--- config.mk ---
export PLATFORM = sky130hd
export DESIGN_NAME = alu_rs_flat
export DESIGN_NICKNAME = d
export VERILOG_FILES = /design/src/rtl/alu_rs_if.sv /design/src/rtl/alu_rs.sv /design/src/flat_wrapper.sv
export SDC_FILE = /design/constraint.sdc
export NUM_CORES = 2
export LEC_CHECK = 0
export BUFFER_PORTS_ARGS = -buffer_cell sky130_fd_sc_hd__clkbuf_2
export CELL_PAD_IN_SITES_DETAIL_PLACEMENT = 1
export CELL_PAD_IN_SITES_GLOBAL_PLACEMENT = 1
export CORE_ASPECT_RATIO = 1.25
export CORE_MARGIN = 2
export CORE_UTILIZATION = 48
export CTS_CLUSTER_DIAMETER = 60
export DETAILED_ROUTE_END_ITERATION = 8
export GPL_ROUTABILITY_DRIVEN = 0
export PLACE_DENSITY = 0.79
export SYNTH_ARGS = -nofsm -noshare
export SYNTH_HDL_FRONTEND = slang
export SYNTH_SLANG_ARGS = --single-unit
--- constraint.sdc ---
create_clock -name clk_in -period 33.8 [get_ports clk_in]
set_input_delay 6.76 -clock clk_in [delete_from_list [all_inputs] [get_ports clk_in]]
set_output_delay 6.76 -clock clk_in [all_outputs]
set_load 0.02 [all_outputs]
--- src/rtl/alu_rs_if.sv ---
// Issue, result-broadcast and ALU-dispatch signals of the ALU reservation station.
// The master side is the core (decoder, CDBs, ALU); the slave side is the station.
interface alu_rs_if #(
  parameter int RS_WIDTH  = 3,
  parameter int ROB_WIDTH = 4
);
  logic                 issue_valid;
  logic                 issue_ready;
  logic [3:0]           issue_op;
  logic [31:0]          issue_vj;
  logic [ROB_WIDTH-1:0] issue_qj;
  logic                 issue_pj;
  logic [31:0]          issue_vk;
  logic [ROB_WIDTH-1:0] issue_qk;
  logic                 issue_pk;
  logic [ROB_WIDTH-1:0] issue_rob;

  logic                 alu_cdb_valid;
  logic [ROB_WIDTH-1:0] alu_cdb_rob;
  logic [31:0]          alu_cdb_value;
  logic                 lsb_cdb_valid;
  logic [ROB_WIDTH-1:0] lsb_cdb_rob;
  logic [31:0]          lsb_cdb_value;

  logic                 cal;
  logic [31:0]          a;
  logic [31:0]          b;
  logic [3:0]           alu_op;
  logic [ROB_WIDTH-1:0] rob_out;
  logic [RS_WIDTH:0]    count;

  modport master (
    output issue_valid, issue_op, issue_vj, issue_qj, issue_pj,
           issue_vk, issue_qk, issue_pk, issue_rob,
           alu_cdb_valid, alu_cdb_rob, alu_cdb_value,
           lsb_cdb_valid, lsb_cdb_rob, lsb_cdb_value,
    input  issue_ready, cal, a, b, alu_op, rob_out, count
  );

  modport slave (
    input  issue_valid, issue_op, issue_vj, issue_qj, issue_pj,
           issue_vk, issue_qk, issue_pk, issue_rob,
           alu_cdb_valid, alu_cdb_rob, alu_cdb_value,
           lsb_cdb_valid, lsb_cdb_rob, lsb_cdb_value,
    output issue_ready, cal, a, b, alu_op, rob_out, count
  );
endinterface

--- src/rtl/alu_rs.sv ---
// ALU reservation station: ops wait for operands via CDB snoop; ready op reaches ALU one edge later.
// Issue backpressured by issue_ready (count < depth); dispatch side has no backpressure.
module alu_rs #(
  parameter int RS_WIDTH  = 3,
  parameter int ROB_WIDTH = 4
) (
  input  logic   clk_in,
  input  logic   rst_in,
  input  logic   rdy_in,
  input  logic   clear,
  alu_rs_if.slave bus
);
  localparam int                DEPTH = 1 << RS_WIDTH;
  localparam logic [RS_WIDTH:0] FULL  = (RS_WIDTH+1)'(DEPTH);

  logic                 busy [DEPTH];
  logic [3:0]           op   [DEPTH];
  logic [31:0]          vj   [DEPTH];
  logic [ROB_WIDTH-1:0] qj   [DEPTH];
  logic                 pj   [DEPTH];
  logic [31:0]          vk   [DEPTH];
  logic [ROB_WIDTH-1:0] qk   [DEPTH];
  logic                 pk   [DEPTH];
  logic [ROB_WIDTH-1:0] rob  [DEPTH];

  logic                free_vld, disp_vld, do_issue;
  logic [RS_WIDTH-1:0] free_idx, disp_idx;

  // Returns {pending, value}; the ALU bus takes priority when both carry the tag.
  function automatic logic [32:0] snoop(input logic p, input logic [ROB_WIDTH-1:0] q,
                                        input logic [31:0] v);
    if (p && bus.alu_cdb_valid && bus.alu_cdb_rob == q)
      return {1'b0, bus.alu_cdb_value};
    else if (p && bus.lsb_cdb_valid && bus.lsb_cdb_rob == q)
      return {1'b0, bus.lsb_cdb_value};
    else
      return {p, v};
  endfunction

  // Descending scan so the lowest index wins both selections.
  always_comb begin
    free_vld = 1'b0;
    free_idx = '0;
    disp_vld = 1'b0;
    disp_idx = '0;
    for (int i = DEPTH - 1; i >= 0; i--) begin
      if (!busy[i]) begin
        free_vld = 1'b1;
        free_idx = i[RS_WIDTH-1:0];
      end
      if (busy[i] && !pj[i] && !pk[i]) begin
        disp_vld = 1'b1;
        disp_idx = i[RS_WIDTH-1:0];
      end
    end
  end

  assign bus.issue_ready = (bus.count < FULL);
  assign do_issue        = bus.issue_valid && bus.issue_ready && free_vld;

  always_ff @(posedge clk_in or posedge rst_in) begin
    if (rst_in) begin
      for (int i = 0; i < DEPTH; i++) begin
        busy[i] <= 1'b0;
        op[i]   <= '0;
        vj[i]   <= '0;
        qj[i]   <= '0;
        pj[i]   <= 1'b0;
        vk[i]   <= '0;
        qk[i]   <= '0;
        pk[i]   <= 1'b0;
        rob[i]  <= '0;
      end
      bus.count   <= '0;
      bus.cal     <= 1'b0;
      bus.a       <= '0;
      bus.b       <= '0;
      bus.alu_op  <= '0;
      bus.rob_out <= '0;
    end else if (rdy_in) begin
      if (clear) begin
        for (int i = 0; i < DEPTH; i++) busy[i] <= 1'b0;
        bus.count <= '0;
        bus.cal   <= 1'b0;
      end else begin
        for (int i = 0; i < DEPTH; i++) begin
          if (busy[i]) begin
            {pj[i], vj[i]} <= snoop(pj[i], qj[i], vj[i]);
            {pk[i], vk[i]} <= snoop(pk[i], qk[i], vk[i]);
          end
        end

        // Selection uses pre-edge operand state, so a same-edge wakeup waits a cycle.
        bus.cal <= disp_vld;
        if (disp_vld) begin
          busy[disp_idx] <= 1'b0;
          bus.a          <= vj[disp_idx];
          bus.b          <= vk[disp_idx];
          bus.alu_op     <= op[disp_idx];
          bus.rob_out    <= rob[disp_idx];
        end

        // free_idx comes from pre-edge busy, so it never aliases the dispatched slot.
        if (do_issue) begin
          busy[free_idx]             <= 1'b1;
          op[free_idx]               <= bus.issue_op;
          qj[free_idx]               <= bus.issue_qj;
          qk[free_idx]               <= bus.issue_qk;
          rob[free_idx]              <= bus.issue_rob;
          {pj[free_idx], vj[free_idx]} <= snoop(bus.issue_pj, bus.issue_qj, bus.issue_vj);
          {pk[free_idx], vk[free_idx]} <= snoop(bus.issue_pk, bus.issue_qk, bus.issue_vk);
        end

        bus.count <= bus.count + (RS_WIDTH+1)'(do_issue) - (RS_WIDTH+1)'(disp_vld);
      end
    end
  end
endmodule

--- src/flat_wrapper.sv ---
// flat-port wrapper written by rule: the top's interface ports become plain ports
module alu_rs_flat 
#(
  parameter int RS_WIDTH  = 3,
  parameter int ROB_WIDTH = 4
)
  (clk_in, rst_in, rdy_in, clear, bus_issue_valid, bus_issue_op, bus_issue_vj, bus_issue_qj, bus_issue_pj, bus_issue_vk, bus_issue_qk, bus_issue_pk, bus_issue_rob, bus_alu_cdb_valid, bus_alu_cdb_rob, bus_alu_cdb_value, bus_lsb_cdb_valid, bus_lsb_cdb_rob, bus_lsb_cdb_value, bus_issue_ready, bus_cal, bus_a, bus_b, bus_alu_op, bus_rob_out, bus_count);
  alu_rs_if #(.RS_WIDTH(RS_WIDTH), .ROB_WIDTH(ROB_WIDTH)) bus_i ();
  input  logic clk_in;
  input  logic rst_in;
  input  logic rdy_in;
  input  logic clear;
  input wire logic [$bits(bus_i.issue_valid)-1:0] bus_issue_valid;
  input wire logic [$bits(bus_i.issue_op)-1:0] bus_issue_op;
  input wire logic [$bits(bus_i.issue_vj)-1:0] bus_issue_vj;
  input wire logic [$bits(bus_i.issue_qj)-1:0] bus_issue_qj;
  input wire logic [$bits(bus_i.issue_pj)-1:0] bus_issue_pj;
  input wire logic [$bits(bus_i.issue_vk)-1:0] bus_issue_vk;
  input wire logic [$bits(bus_i.issue_qk)-1:0] bus_issue_qk;
  input wire logic [$bits(bus_i.issue_pk)-1:0] bus_issue_pk;
  input wire logic [$bits(bus_i.issue_rob)-1:0] bus_issue_rob;
  input wire logic [$bits(bus_i.alu_cdb_valid)-1:0] bus_alu_cdb_valid;
  input wire logic [$bits(bus_i.alu_cdb_rob)-1:0] bus_alu_cdb_rob;
  input wire logic [$bits(bus_i.alu_cdb_value)-1:0] bus_alu_cdb_value;
  input wire logic [$bits(bus_i.lsb_cdb_valid)-1:0] bus_lsb_cdb_valid;
  input wire logic [$bits(bus_i.lsb_cdb_rob)-1:0] bus_lsb_cdb_rob;
  input wire logic [$bits(bus_i.lsb_cdb_value)-1:0] bus_lsb_cdb_value;
  output wire logic [$bits(bus_i.issue_ready)-1:0] bus_issue_ready;
  output wire logic [$bits(bus_i.cal)-1:0] bus_cal;
  output wire logic [$bits(bus_i.a)-1:0] bus_a;
  output wire logic [$bits(bus_i.b)-1:0] bus_b;
  output wire logic [$bits(bus_i.alu_op)-1:0] bus_alu_op;
  output wire logic [$bits(bus_i.rob_out)-1:0] bus_rob_out;
  output wire logic [$bits(bus_i.count)-1:0] bus_count;
  assign bus_i.issue_valid = bus_issue_valid;
  assign bus_i.issue_op = bus_issue_op;
  assign bus_i.issue_vj = bus_issue_vj;
  assign bus_i.issue_qj = bus_issue_qj;
  assign bus_i.issue_pj = bus_issue_pj;
  assign bus_i.issue_vk = bus_issue_vk;
  assign bus_i.issue_qk = bus_issue_qk;
  assign bus_i.issue_pk = bus_issue_pk;
  assign bus_i.issue_rob = bus_issue_rob;
  assign bus_i.alu_cdb_valid = bus_alu_cdb_valid;
  assign bus_i.alu_cdb_rob = bus_alu_cdb_rob;
  assign bus_i.alu_cdb_value = bus_alu_cdb_value;
  assign bus_i.lsb_cdb_valid = bus_lsb_cdb_valid;
  assign bus_i.lsb_cdb_rob = bus_lsb_cdb_rob;
  assign bus_i.lsb_cdb_value = bus_lsb_cdb_value;
  assign bus_issue_ready = bus_i.issue_ready;
  assign bus_cal = bus_i.cal;
  assign bus_a = bus_i.a;
  assign bus_b = bus_i.b;
  assign bus_alu_op = bus_i.alu_op;
  assign bus_rob_out = bus_i.rob_out;
  assign bus_count = bus_i.count;
  alu_rs #(.RS_WIDTH(RS_WIDTH), .ROB_WIDTH(ROB_WIDTH)) u_core (.clk_in(clk_in), .rst_in(rst_in), .rdy_in(rdy_in), .clear(clear), .bus(bus_i));
endmodule
==> metrics <==
r2r endpoint=u_core.bus.b[0]$_DFFE_PP0P_; largest net degree at the start of global routing=97; Worst-path clk slew=0.06 ns; Root Buffer=clkbuf_16; #FFs+latches synth=741; I/O pins=239; core area=88,800 um2; hold depth=2; Via Count=46,500; register area=18,500 um2; Critical R2R Launch=u_core.busy[2]$_DFFE_PP0P_; synth unique cells=82; first-pass GRT wire length=319,000 um; Hold WC Path Type=flip-flop to flip-flop; Synth Area in XOR/XNOR=2.31%; layout cells sized above 1=14.7%; critical path type=input port to flip-flop; Worst slew margin=3.41%; crit share post-route=29.8%; CP required=34.35 ns; Pins Over Slew Limit=0; post-layout util=53.6%; Routed Wire Length=219,000 um; Slew @ Worst Pin=1.45 ns; Clock Skews=0.0348 ns; Syn Area/Cell=8.95 um2; most frequent cell after synthesis=nand2_1; Post-CTS Hold Buffers=0; Area growth syn-to-layout=10.5%; crit path max fanout=65; Initial Utilization=48.6%; Reg2Reg Setup Slack=29.23 ns; leakage power=19.2 nW; main combinational cell family by area after synthesis=compound AO/OA/AOI/OAI gates; DR vias/cell=7.88; total clock sinks=741; # setup viols final=0; num rows=122; Die Y-Extent=339 um; Hold WS=0.478 ns; R2R depth=8; H-tree depth=3; maxcap violations=0; TritonCTS Buffers=83; Async SR Flop Fraction=100%; worst-skew pair later-pin latency=0.68 ns; Synth Warn #=0; DR iter-0 viols=7,419; Worst Setup EP=u_core.op[1]$_DFFE_PP0P_; Post-Synth Adder-Cell Area=0.162%; CTS Buffer Depth=3; sequential area share after synthesis=43.0%; total global routing overflow=0; dpl hpwl=123,000 um; Multi-input gate area=22,400 um2; crit start category=input port; fin area=47,700 um2; Final Power=2.78 mW; Yosys top cell area share=43.0%; drt wl/cell=37.1 um; initial antenna violation count=5; CTS tree=done; most frequent cells after synthesis=nand2_1, dfrtp_1, clkbuf_1; Die Width=272 um; Detailed Routing Iterations Pass 1=7; worst vdd ir=0.0446 mV; GRT Resource Usage Total=46.4%; compound-cell area share of the yosys netlist=30.9%; ranking of synthesized cells by area=dfrtp_1, a22oi_1, nand2_1; status=completed; Residual DRC=0; post-synthesis simple-gate area fraction=15.8%; Layout Nets=4,819; Crit. Startpoint=rdy_in; Setup Buffers After CTS=0; Final min period=10.06 ns; Synth Flop Type=dfrtp_1; Max Clock Freq=0.0994 GHz; die area=92,300 um2; RSZ-0062 raised after global routing=no; post-route setup TNS=0 ns; Synth Cell Area=43,100 um2; vias in the first global route=48,000; DP Area=44,800 um2; dominant cell type by area after synthesis=dfrtp_1; crit end category=flip-flop; ANT nets after route=0; post-synthesis mux area share=1.41%; port bufs=238; cell count after synthesis=4,819; Resize count post-CTS=0; fillcell total=10,100; Pwr Density=58.3 nW/um2; hold path start=u_core.rob[31]$_DFFE_PP0P_; Critical Path AT=10.61 ns; Post-Synthesis Net Count=4,985; EDFF count, synth=0; count of final hold-check violations=0
## cell usage in the layout (no fill, tap or decap), types with 23 or more instances in the layout
cell,Yosys,routed
a211oi_1,65,60
o211ai_1,69,69
inv_1,48,47
a31oi_1,59,59
a31o_2,51,51
nor3_1,82,75
a22oi_1,431,431
nor4_1,93,93
clkbuf_16,0,89
buf_4,17,130
clkbuf_8,0,24
nand2_1,822,813
o21ai_0,142,142
mux2i_1,27,27
and2_1,26,23
xor2_1,60,59
a221o_1,227,227
nand4_1,25,25
clkbuf_2,1,238
nand3_1,187,183
a22o_1,111,111
o221ai_1,231,230
mux2_2,30,30
a32o_1,64,64
a21oi_1,125,125
dfrtp_1,741,741
and3_1,28,27
xnor2_1,52,52
nor2_1,217,211
## registers in the layout, summed over array words and instances (netlist names)
name,count
u_core.vj,256
u_core.bus.a,32
u_core.busy,8
u_core.bus.cal,1
u_core.op,32
u_core.rob,32
u_core.qk,32
u_core.bus.count,4
u_core.bus.alu_op,4
u_core.qj,32
u_core.pj,8
u_core.bus.rob_out,4
u_core.vk,256
u_core.bus.b,32
u_core.pk,8
## stage by stage
step	instances	setup WS, ns
after floorplan	4819	6.25
after global placement	5746	23.37
after detailed placement	5746	23.32
after CTS	5895	24.00
after global routing	5898	23.74
final	5899	23.74
## area by class of cell
class	instances	share of cell area (%)
inverters	51	0.417
repair buffers	368	4.55
well taps	1178	3.09
flip-flops and latches	741	38.9
multi-input cells	3408	47.1
clock buffers	132	5.52
clock inverters	17	0.420
diodes	4	0.0210
## worst min-delay path by stage
stage / endpoint / slack (ns)
floorplan: u_core.op[16]$_DFFE_PP0P_ / 0.45
global placement: u_core.rob[16]$_DFFE_PP0P_ / 0.46
detailed placement: u_core.op[30]$_DFFE_PP0P_ / 0.47
CTS: u_core.op[30]$_DFFE_PP0P_ / 0.48
global route: u_core.op[30]$_DFFE_PP0P_ / 0.49
finish: u_core.rob[31]$_DFFE_PP0P_ / 0.48
## cell families (layout without fill, tap and decap cells)
group,count (synthesis),in the layout
simple gates,1539,1539
flops,741,741
other cells,0,4
mux,57,57
xor+xnor,113,113
fa+ha+maj,5,5
buf+inv,670,568
compound gates,1694,1694
## report_power, final
group / internal, mW / switching, mW
Clock: 0.562 / 0.408
Combinational: 0.215 / 0.434
Sequential: 1.03 / 0.122
## worst max-delay path, cell delays in order
cell and delay (ns):
clkbuf_2 0.19, inv_1 0.18, nor2_4 0.79, nand2_4 0.77
a211oi_4 0.51, buf_4 0.78, mux2_2 0.42
## routing by layer
layer / part of all wire (%) / wire (um) / track usage, %
met3: 15 / 31900 / 16.5
met1: 35 / 76700 / 57.3
met5: 0.055 / 121 / 0.568
met2: 42 / 92700 / 68.2
met4: 8.1 / 17700 / 31.0
(Power assumes the default switching activity.)
